===== src/rtl/decode_ctrl_if.sv =====
// Fetch-side and decode-side handshake bundle for decode_ctrl.
// slave is the controller's view; master is the fetch/decoder environment's view.
interface decode_ctrl_if #(
    parameter int unsigned ILEN = 32,
    parameter int unsigned XLEN = 32
);
    logic            f_valid;
    logic [ILEN-1:0] f_instr;
    logic [XLEN-1:0] f_pc;
    logic            f_ready;
    logic            d_valid;
    logic [ILEN-1:0] d_instr;
    logic [XLEN-1:0] d_pc;
    logic [2:0]      d_itype;
    logic            d_ready;

    modport slave (
        input  f_valid, f_instr, f_pc, d_ready,
        output f_ready, d_valid, d_instr, d_pc, d_itype
    );

    modport master (
        output f_valid, f_instr, f_pc, d_ready,
        input  f_ready, d_valid, d_instr, d_pc, d_itype
    );
endinterface


===== src/rtl/decode_ctrl.sv =====
// Instruction buffer between fetch and decode: classifies each beat on entry,
// and halts on an illegal instruction until the pipeline is flushed.
module decode_ctrl #(
    parameter int unsigned ILEN  = 32,
    parameter int unsigned XLEN  = 32,
    parameter int unsigned DEPTH = 2
) (
    input  logic                     clk,
    input  logic                     rst,
    decode_ctrl_if.slave             bus,
    input  logic                     flush,
    output logic                     trapped,
    output logic [$clog2(DEPTH):0]   occupancy
);
    localparam int unsigned PW = $clog2(DEPTH);
    localparam int unsigned CW = PW + 1;
    localparam logic [CW-1:0] DepthC = CW'(DEPTH);

    localparam logic [2:0] ItR   = 3'd0;
    localparam logic [2:0] ItI   = 3'd1;
    localparam logic [2:0] ItS   = 3'd2;
    localparam logic [2:0] ItB   = 3'd3;
    localparam logic [2:0] ItU   = 3'd4;
    localparam logic [2:0] ItJ   = 3'd5;
    localparam logic [2:0] ItIll = 3'd7;

    typedef enum logic [0:0] {StRun, StTrap} state_e;

    state_e          state_q, state_d;
    logic [CW-1:0]   count_q, count_d;
    logic [PW-1:0]   wr_ptr_q, wr_ptr_d;
    logic [PW-1:0]   rd_ptr_q, rd_ptr_d;
    logic            ill_pend_q, ill_pend_d;

    logic [ILEN-1:0] instr_mem [DEPTH];
    logic [XLEN-1:0] pc_mem    [DEPTH];
    logic [2:0]      itype_mem [DEPTH];

    logic            push;
    logic            pop;
    logic [2:0]      new_itype;

    function automatic logic [2:0] classify(input logic [6:0] op);
        logic [2:0] t;
        t = ItIll;
        if (op[1:0] == 2'b11) begin
            case (op)
                7'b0110011:                                     t = ItR;
                7'b0010011, 7'b0000011, 7'b1100111, 7'b1110011: t = ItI;
                7'b0100011:                                     t = ItS;
                7'b1100011:                                     t = ItB;
                7'b0110111, 7'b0010111:                         t = ItU;
                7'b1101111:                                     t = ItJ;
                default:                                        t = ItIll;
            endcase
        end
        return t;
    endfunction

    assign new_itype   = classify(bus.f_instr[6:0]);
    assign bus.d_instr = instr_mem[rd_ptr_q];
    assign bus.d_pc    = pc_mem[rd_ptr_q];
    assign bus.d_itype = itype_mem[rd_ptr_q];
    assign occupancy   = count_q;

    always_comb begin
        state_d     = state_q;
        ill_pend_d  = ill_pend_q;
        bus.d_valid = 1'b0;
        bus.f_ready = 1'b0;
        trapped     = 1'b0;

        unique case (state_q)
            StRun: begin
                bus.d_valid = (count_q != '0);
                // A pop frees a slot this cycle, so a full buffer can still accept.
                bus.f_ready = !ill_pend_q && !flush &&
                              ((count_q < DepthC) || (bus.d_valid && bus.d_ready));
                if (bus.d_valid && bus.d_ready && bus.d_itype == ItIll) begin
                    state_d = StTrap;
                end
            end
            StTrap: begin
                trapped = 1'b1;
            end
        endcase

        push = bus.f_valid && bus.f_ready;
        pop  = bus.d_valid && bus.d_ready;

        if (push && new_itype == ItIll) begin
            ill_pend_d = 1'b1;
        end

        count_d  = count_q + CW'(push) - CW'(pop);
        wr_ptr_d = wr_ptr_q + PW'(push);
        rd_ptr_d = rd_ptr_q + PW'(pop);

        if (flush) begin
            state_d    = StRun;
            ill_pend_d = 1'b0;
            count_d    = '0;
            wr_ptr_d   = '0;
            rd_ptr_d   = '0;
        end
    end

    always_ff @(posedge clk) begin
        if (rst) begin
            state_q    <= StRun;
            ill_pend_q <= 1'b0;
            count_q    <= '0;
            wr_ptr_q   <= '0;
            rd_ptr_q   <= '0;
        end else begin
            state_q    <= state_d;
            ill_pend_q <= ill_pend_d;
            count_q    <= count_d;
            wr_ptr_q   <= wr_ptr_d;
            rd_ptr_q   <= rd_ptr_d;
        end
    end

    // Storage is not reset; occupancy alone qualifies its contents.
    always_ff @(posedge clk) begin
        if (push) begin
            instr_mem[wr_ptr_q] <= bus.f_instr;
            pc_mem[wr_ptr_q]    <= bus.f_pc;
            itype_mem[wr_ptr_q] <= new_itype;
        end
    end
endmodule


===== src/flat_wrapper.sv =====
// flat-port wrapper written by rule: the top's interface ports become plain ports
module decode_ctrl_flat 
#(
    parameter int unsigned ILEN  = 32,
    parameter int unsigned XLEN  = 32,
    parameter int unsigned DEPTH = 2
)
  (clk, rst, flush, trapped, occupancy, bus_f_valid, bus_f_instr, bus_f_pc, bus_d_ready, bus_f_ready, bus_d_valid, bus_d_instr, bus_d_pc, bus_d_itype);
  decode_ctrl_if #(.ILEN(ILEN), .XLEN(XLEN)) bus_i ();
  input  logic clk;
  input  logic rst;
  input  logic flush;
  output logic trapped;
  output logic [$clog2(DEPTH):0] occupancy;
  input wire logic [$bits(bus_i.f_valid)-1:0] bus_f_valid;
  input wire logic [$bits(bus_i.f_instr)-1:0] bus_f_instr;
  input wire logic [$bits(bus_i.f_pc)-1:0] bus_f_pc;
  input wire logic [$bits(bus_i.d_ready)-1:0] bus_d_ready;
  output wire logic [$bits(bus_i.f_ready)-1:0] bus_f_ready;
  output wire logic [$bits(bus_i.d_valid)-1:0] bus_d_valid;
  output wire logic [$bits(bus_i.d_instr)-1:0] bus_d_instr;
  output wire logic [$bits(bus_i.d_pc)-1:0] bus_d_pc;
  output wire logic [$bits(bus_i.d_itype)-1:0] bus_d_itype;
  assign bus_i.f_valid = bus_f_valid;
  assign bus_i.f_instr = bus_f_instr;
  assign bus_i.f_pc = bus_f_pc;
  assign bus_i.d_ready = bus_d_ready;
  assign bus_f_ready = bus_i.f_ready;
  assign bus_d_valid = bus_i.d_valid;
  assign bus_d_instr = bus_i.d_instr;
  assign bus_d_pc = bus_i.d_pc;
  assign bus_d_itype = bus_i.d_itype;
  decode_ctrl #(.ILEN(ILEN), .XLEN(XLEN), .DEPTH(DEPTH)) u_core (.clk(clk), .rst(rst), .bus(bus_i), .flush(flush), .trapped(trapped), .occupancy(occupancy));
endmodule

===== config.mk =====
export PLATFORM = sky130hd
export DESIGN_NAME = decode_ctrl_flat
export DESIGN_NICKNAME = d
export VERILOG_FILES = /design/src/rtl/decode_ctrl_if.sv /design/src/rtl/decode_ctrl.sv /design/src/flat_wrapper.sv
export SDC_FILE = /design/constraint.sdc
export NUM_CORES = 1
export LEC_CHECK = 0
export ABC_AREA = 1
export CAP_MARGIN = 20
export CORE_UTILIZATION = 45
export DETAILED_ROUTE_END_ITERATION = 8
export GPL_TIMING_DRIVEN = 0
export PLACE_DENSITY = 0.82
export SYNTH_ARGS = -nofsm -noshare
export SYNTH_HDL_FRONTEND = slang
export SYNTH_SLANG_ARGS = --single-unit

===== constraint.sdc =====
create_clock -name clk -period 4.05 [get_ports clk]
set_input_delay 0.6075 -clock clk [delete_from_list [all_inputs] [get_ports clk]]
set_output_delay 0.6075 -clock clk [all_outputs]
set_load 0.01 [all_outputs]

==> out/results.txt <==
The run finished with clean final reports. The tools report the number of top-level design ports as 141. On the critical path, the stage with the largest delay is an instance of sky130_fd_sc_hd__ha_4. For the total via count in the routed design, the log shows 3,563.

The tools report the nature of the critical path startpoint as a primary input. The number of buffers added by the clock tree synthesis step came out at 17. The tools report the number of global-route vias before repair as 3,549. The clock transition at the register clock pins on the worst setup and hold paths after CTS works out to 60 ps. The tools report the beginning of the critical path as bus_d_ready.

Setup slack on the critical path of the routed design comes to 1280 ps. The count of buffers inserted at the top-level ports was 140. The pin count of the biggest net entering global routing is 68. The post-cts sizing count was 0; the cell count after synthesis was 425.

The total die area is 12,200 µm². At the pin with the least slew margin, the transition time is 960 ps. The worst register-to-register path ends at u_core.pc_mem[0][28]. Timing would allow up to 362 MHz. Main flop type after synthesis: sky130_fd_sc_hd__edfxtp_1. The run gives 0 as the count of synthesis-stage warnings from yosys. The worst setup path is captured at a flop.

The part of the Yosys area used for sequential elements was 0.781. The number of nets in the synthesized netlist is 498. The total area inside the core boundary comes to 11,500 µm².

The fraction of final layout cells sized beyond drive strength 1 was 0.0720; the number of nets at the end of the flow was 657. On the final layout, the worst clock skew is 6.54 ps. Clock tree synthesis selected as its root buffer the cell sky130_fd_sc_hd__clkbuf_16. The switching share of power was 0.192. The logic depth of the worst setup path including buffers is 4, and the static power due to leakage is 0.00293 µW. The final weighted congestion in routability-driven placement was 0.790; the wire length of the first global-routing pass was 17,400 µm. TritonCTS built the clock tree.

The run gives 0.183 as the overall global routing resource usage. The tools report the origin of the critical flop-to-flop path as u_core.occupancy[1]. The initial antenna violation count is 0, and the post-detailed-placement half-perimeter wirelength is 7200 µm. Buffers inserted to repair hold after CTS numbered 0. The start point of the worst min-delay path is u_core.ill_pend_q. Yosys attributes the largest share of cell area to sky130_fd_sc_hd__edfxtp_1, sky130_fd_sc_hd__nand2_1, sky130_fd_sc_hd__dfxtp_1, sky130_fd_sc_hd__buf_2, sky130_fd_sc_hd__nor2_1.

In this run the number of H-tree levels came out at 4. Ranked by instance count, the synthesized netlist is headed by sky130_fd_sc_hd__nand2_1, sky130_fd_sc_hd__edfxtp_1, sky130_fd_sc_hd__nor2_1, sky130_fd_sc_hd__inv_1, sky130_fd_sc_hd__buf_2. IR analysis of the VDD net gives a maximum drop of 286 µV. Area of all placed cells without fillers: 7540 µm². Data arrives at the worst endpoint at 2780 ps. The logs give 5310 µm² for the post-synthesis instance area and 19 for the number of distinct standard cells referenced by the synthesized netlist.

The post-synthesis sequential element count works out to 140. The number of nets with antenna violations after routing was 0; the number of remaining DRC errors was 0. The biggest area consumer among synthesized cells is sky130_fd_sc_hd__edfxtp_1. Post-CTS timing repair inserted 0 buffers for setup. The layout overhead on the synthesized area came out at 42.1%.

The tools report the number of failing hold endpoints at the final stage as 0. At the later pin of the worst-skew pair, clock insertion delay measures 400 ps. The top-area cell type share of the netlist area was 0.758; the final wirelength was 10,900 µm.

After the first detailed-routing iteration, the DRC count stood at 232. Across all register-to-register paths, the minimum setup slack is 1560 ps. The critical path is of the in2reg type.

The tools report the number of setup violations in the final report as 0. The required time reported for the critical path endpoint was 4070 ps; the maximum number of buffers from clock root to sink was 2. Number of enable flip-flop cells after synthesis: 134. The portion of the clock cycle consumed by the worst path in the final layout was 0.683; the cell area after placement was 6910 µm². The remaining max-slew budget at the tightest pin came out at 0.360. After detailed routing, the number of vias per cell comes to 4.81. The share of power burned in registers is 0.463, and the initial standard-cell utilization of the core is 0.463. The tools report the proportion of power drawn by the clock network as 0.461. For this run the aggregate overflow at the end of global routing stands at 0. Dividing total power by cell area gives a power density of 472 nW/µm².

CTS saw 140 sinks. Dividing the detail-routed wire length by the instance count gives 14.7 µm. Post-layout minimum cycle time: 2770 ps. The biggest fanout along the worst timing path is 67. Cell with the most instances after synthesis: sky130_fd_sc_hd__nand2_1.

The count of cells along the worst register-to-register path was 4. The tools report the power dissipated by switching net loads as 684 µW. The critical path goes through clkdlybuf4s50_1 -> nor2_1 -> nor3b_1 -> ha_4. The number of max-slew violations in the final report came out at 0. The async set-reset flop share out of synthesis was 0.

Broken down by cell family, the worst path's largest delay share belongs to adder cells. The number of search-and-repair iterations in the first detailed-routing pass came out at 5. The number of buffers and inverters on the critical path was 1.

In this run the worst setup path terminates at u_core.pc_mem[0][28]. Setup repair after global routing left no endpoint under its margin. The internal power of the cells totals 2880 µW. Kind of path behind the tightest hold check: reg2reg. The die is 111 µm tall.

After floorplanning, the core was divided into 39 placement rows. At the placement stage, the worst setup path has a slack of 853 ps. In this design, the stage delay of the slowest critical-path cell is 880 ps. The run gives 0.077 as the part of the power in combinational logic.

Max-cap violations in this run came to 0. The run gives 0 as the number of antenna repair diodes. The width of the die works out to 111 µm. Synthesized area divided by synthesized cell count: 12.5 µm².
## registers in the layout, indices dropped and copies added (netlist names)
register           cells
u_core.ill_pend_q      1
u_core.instr_mem      64
u_core.itype_mem       6
u_core.occupancy       2
u_core.pc_mem         64
u_core.rd_ptr_q        1
u_core.state_q         1
u_core.wr_ptr_q        1
## placed cells by master, fill, tap and decap left out, types with 5 or more instances in the layout
cell type	count
sky130_fd_sc_hd__nand3_1	8
sky130_fd_sc_hd__edfxtp_1	134
sky130_fd_sc_hd__bufinv_16	5
sky130_fd_sc_hd__nor2_1	16
sky130_fd_sc_hd__clkbuf_1	6
sky130_fd_sc_hd__clkdlybuf4s50_1	140
sky130_fd_sc_hd__clkbuf_16	17
sky130_fd_sc_hd__inv_1	15
sky130_fd_sc_hd__nand2_1	211
sky130_fd_sc_hd__buf_2	12
sky130_fd_sc_hd__dfxtp_1	6
## area by class of cell
cell class | instances | area [µm²]
flip-flops and latches | 140 | 4140
fillers | 856 | 3920
repair buffers | 140 | 1400
multi-input cells | 254 | 1060
clock buffers | 20 | 437
clock inverters | 12 | 194
well taps | 143 | 179
plain buffers | 15 | 71.3
inverters | 16 | 60.1
## layer usage
layer  wire length, µm  part of all wire  up-vias  global-route usage
li1                  -                 -     1740                   -
met1              4480              0.41     1691               0.218
met2              5800              0.53      122               0.324
met3               494             0.045       10              0.0472
met4               110             0.010        0              0.0587
met5                 0                 0        -                   0
## how the worst min path moves through the flow
stage          depth (start not counted)  slack (ps)                end
2_1_floorplan                          2         430  u_core.ill_pend_q
3_3_place_gp                           2         440  u_core.ill_pend_q
3_5_place_dp                           2         470  u_core.ill_pend_q
4_1_cts                                2         480  u_core.ill_pend_q
5_1_grt                                2         490  u_core.ill_pend_q
6_report                               2         470  u_core.ill_pend_q
## tightest hold or removal path: stages, from the launching register on
cell                      delay [ps]
sky130_fd_sc_hd__dfxtp_1         310
sky130_fd_sc_hd__inv_1            50
sky130_fd_sc_hd__a21oi_1          60
## stage by stage
stage / cells / total power, µW / util / hold slack, ps / TNS [ps]
final: 740 / 3560 / 0.658 / 466 / 0
after global routing: 740 / 3670 / 0.658 / 492 / 0
after CTS: 740 / 3580 / 0.658 / 475 / 0
after detailed placement: 708 / 1950 / 0.603 / 467 / 0
after global placement: 708 / 1940 / 0.601 / 438 / -69570
after floorplan: 425 / 1770 / - / 430 / 0
## power groups by stage
stage	registers (µW)	clock network (µW)	logic [µW]
finish	1650	1640	273
global route	1650	1730	296
CTS	1650	1660	275
detailed placement	1680	0	274
global placement	1680	0	263
floorplan	1680	0	91.8
## kinds of logic after synthesis
logic type	share of synthesized area
and+or+nand+nor	0.176
AOI/OAI and AO/OA	0.00801
xor gates and xnor gates	0.00165
buffers and inverters	0.0247
adders and majority gates	0.00943
DFF	0.781
Note: power is estimated with default switching activity, not from simulation.
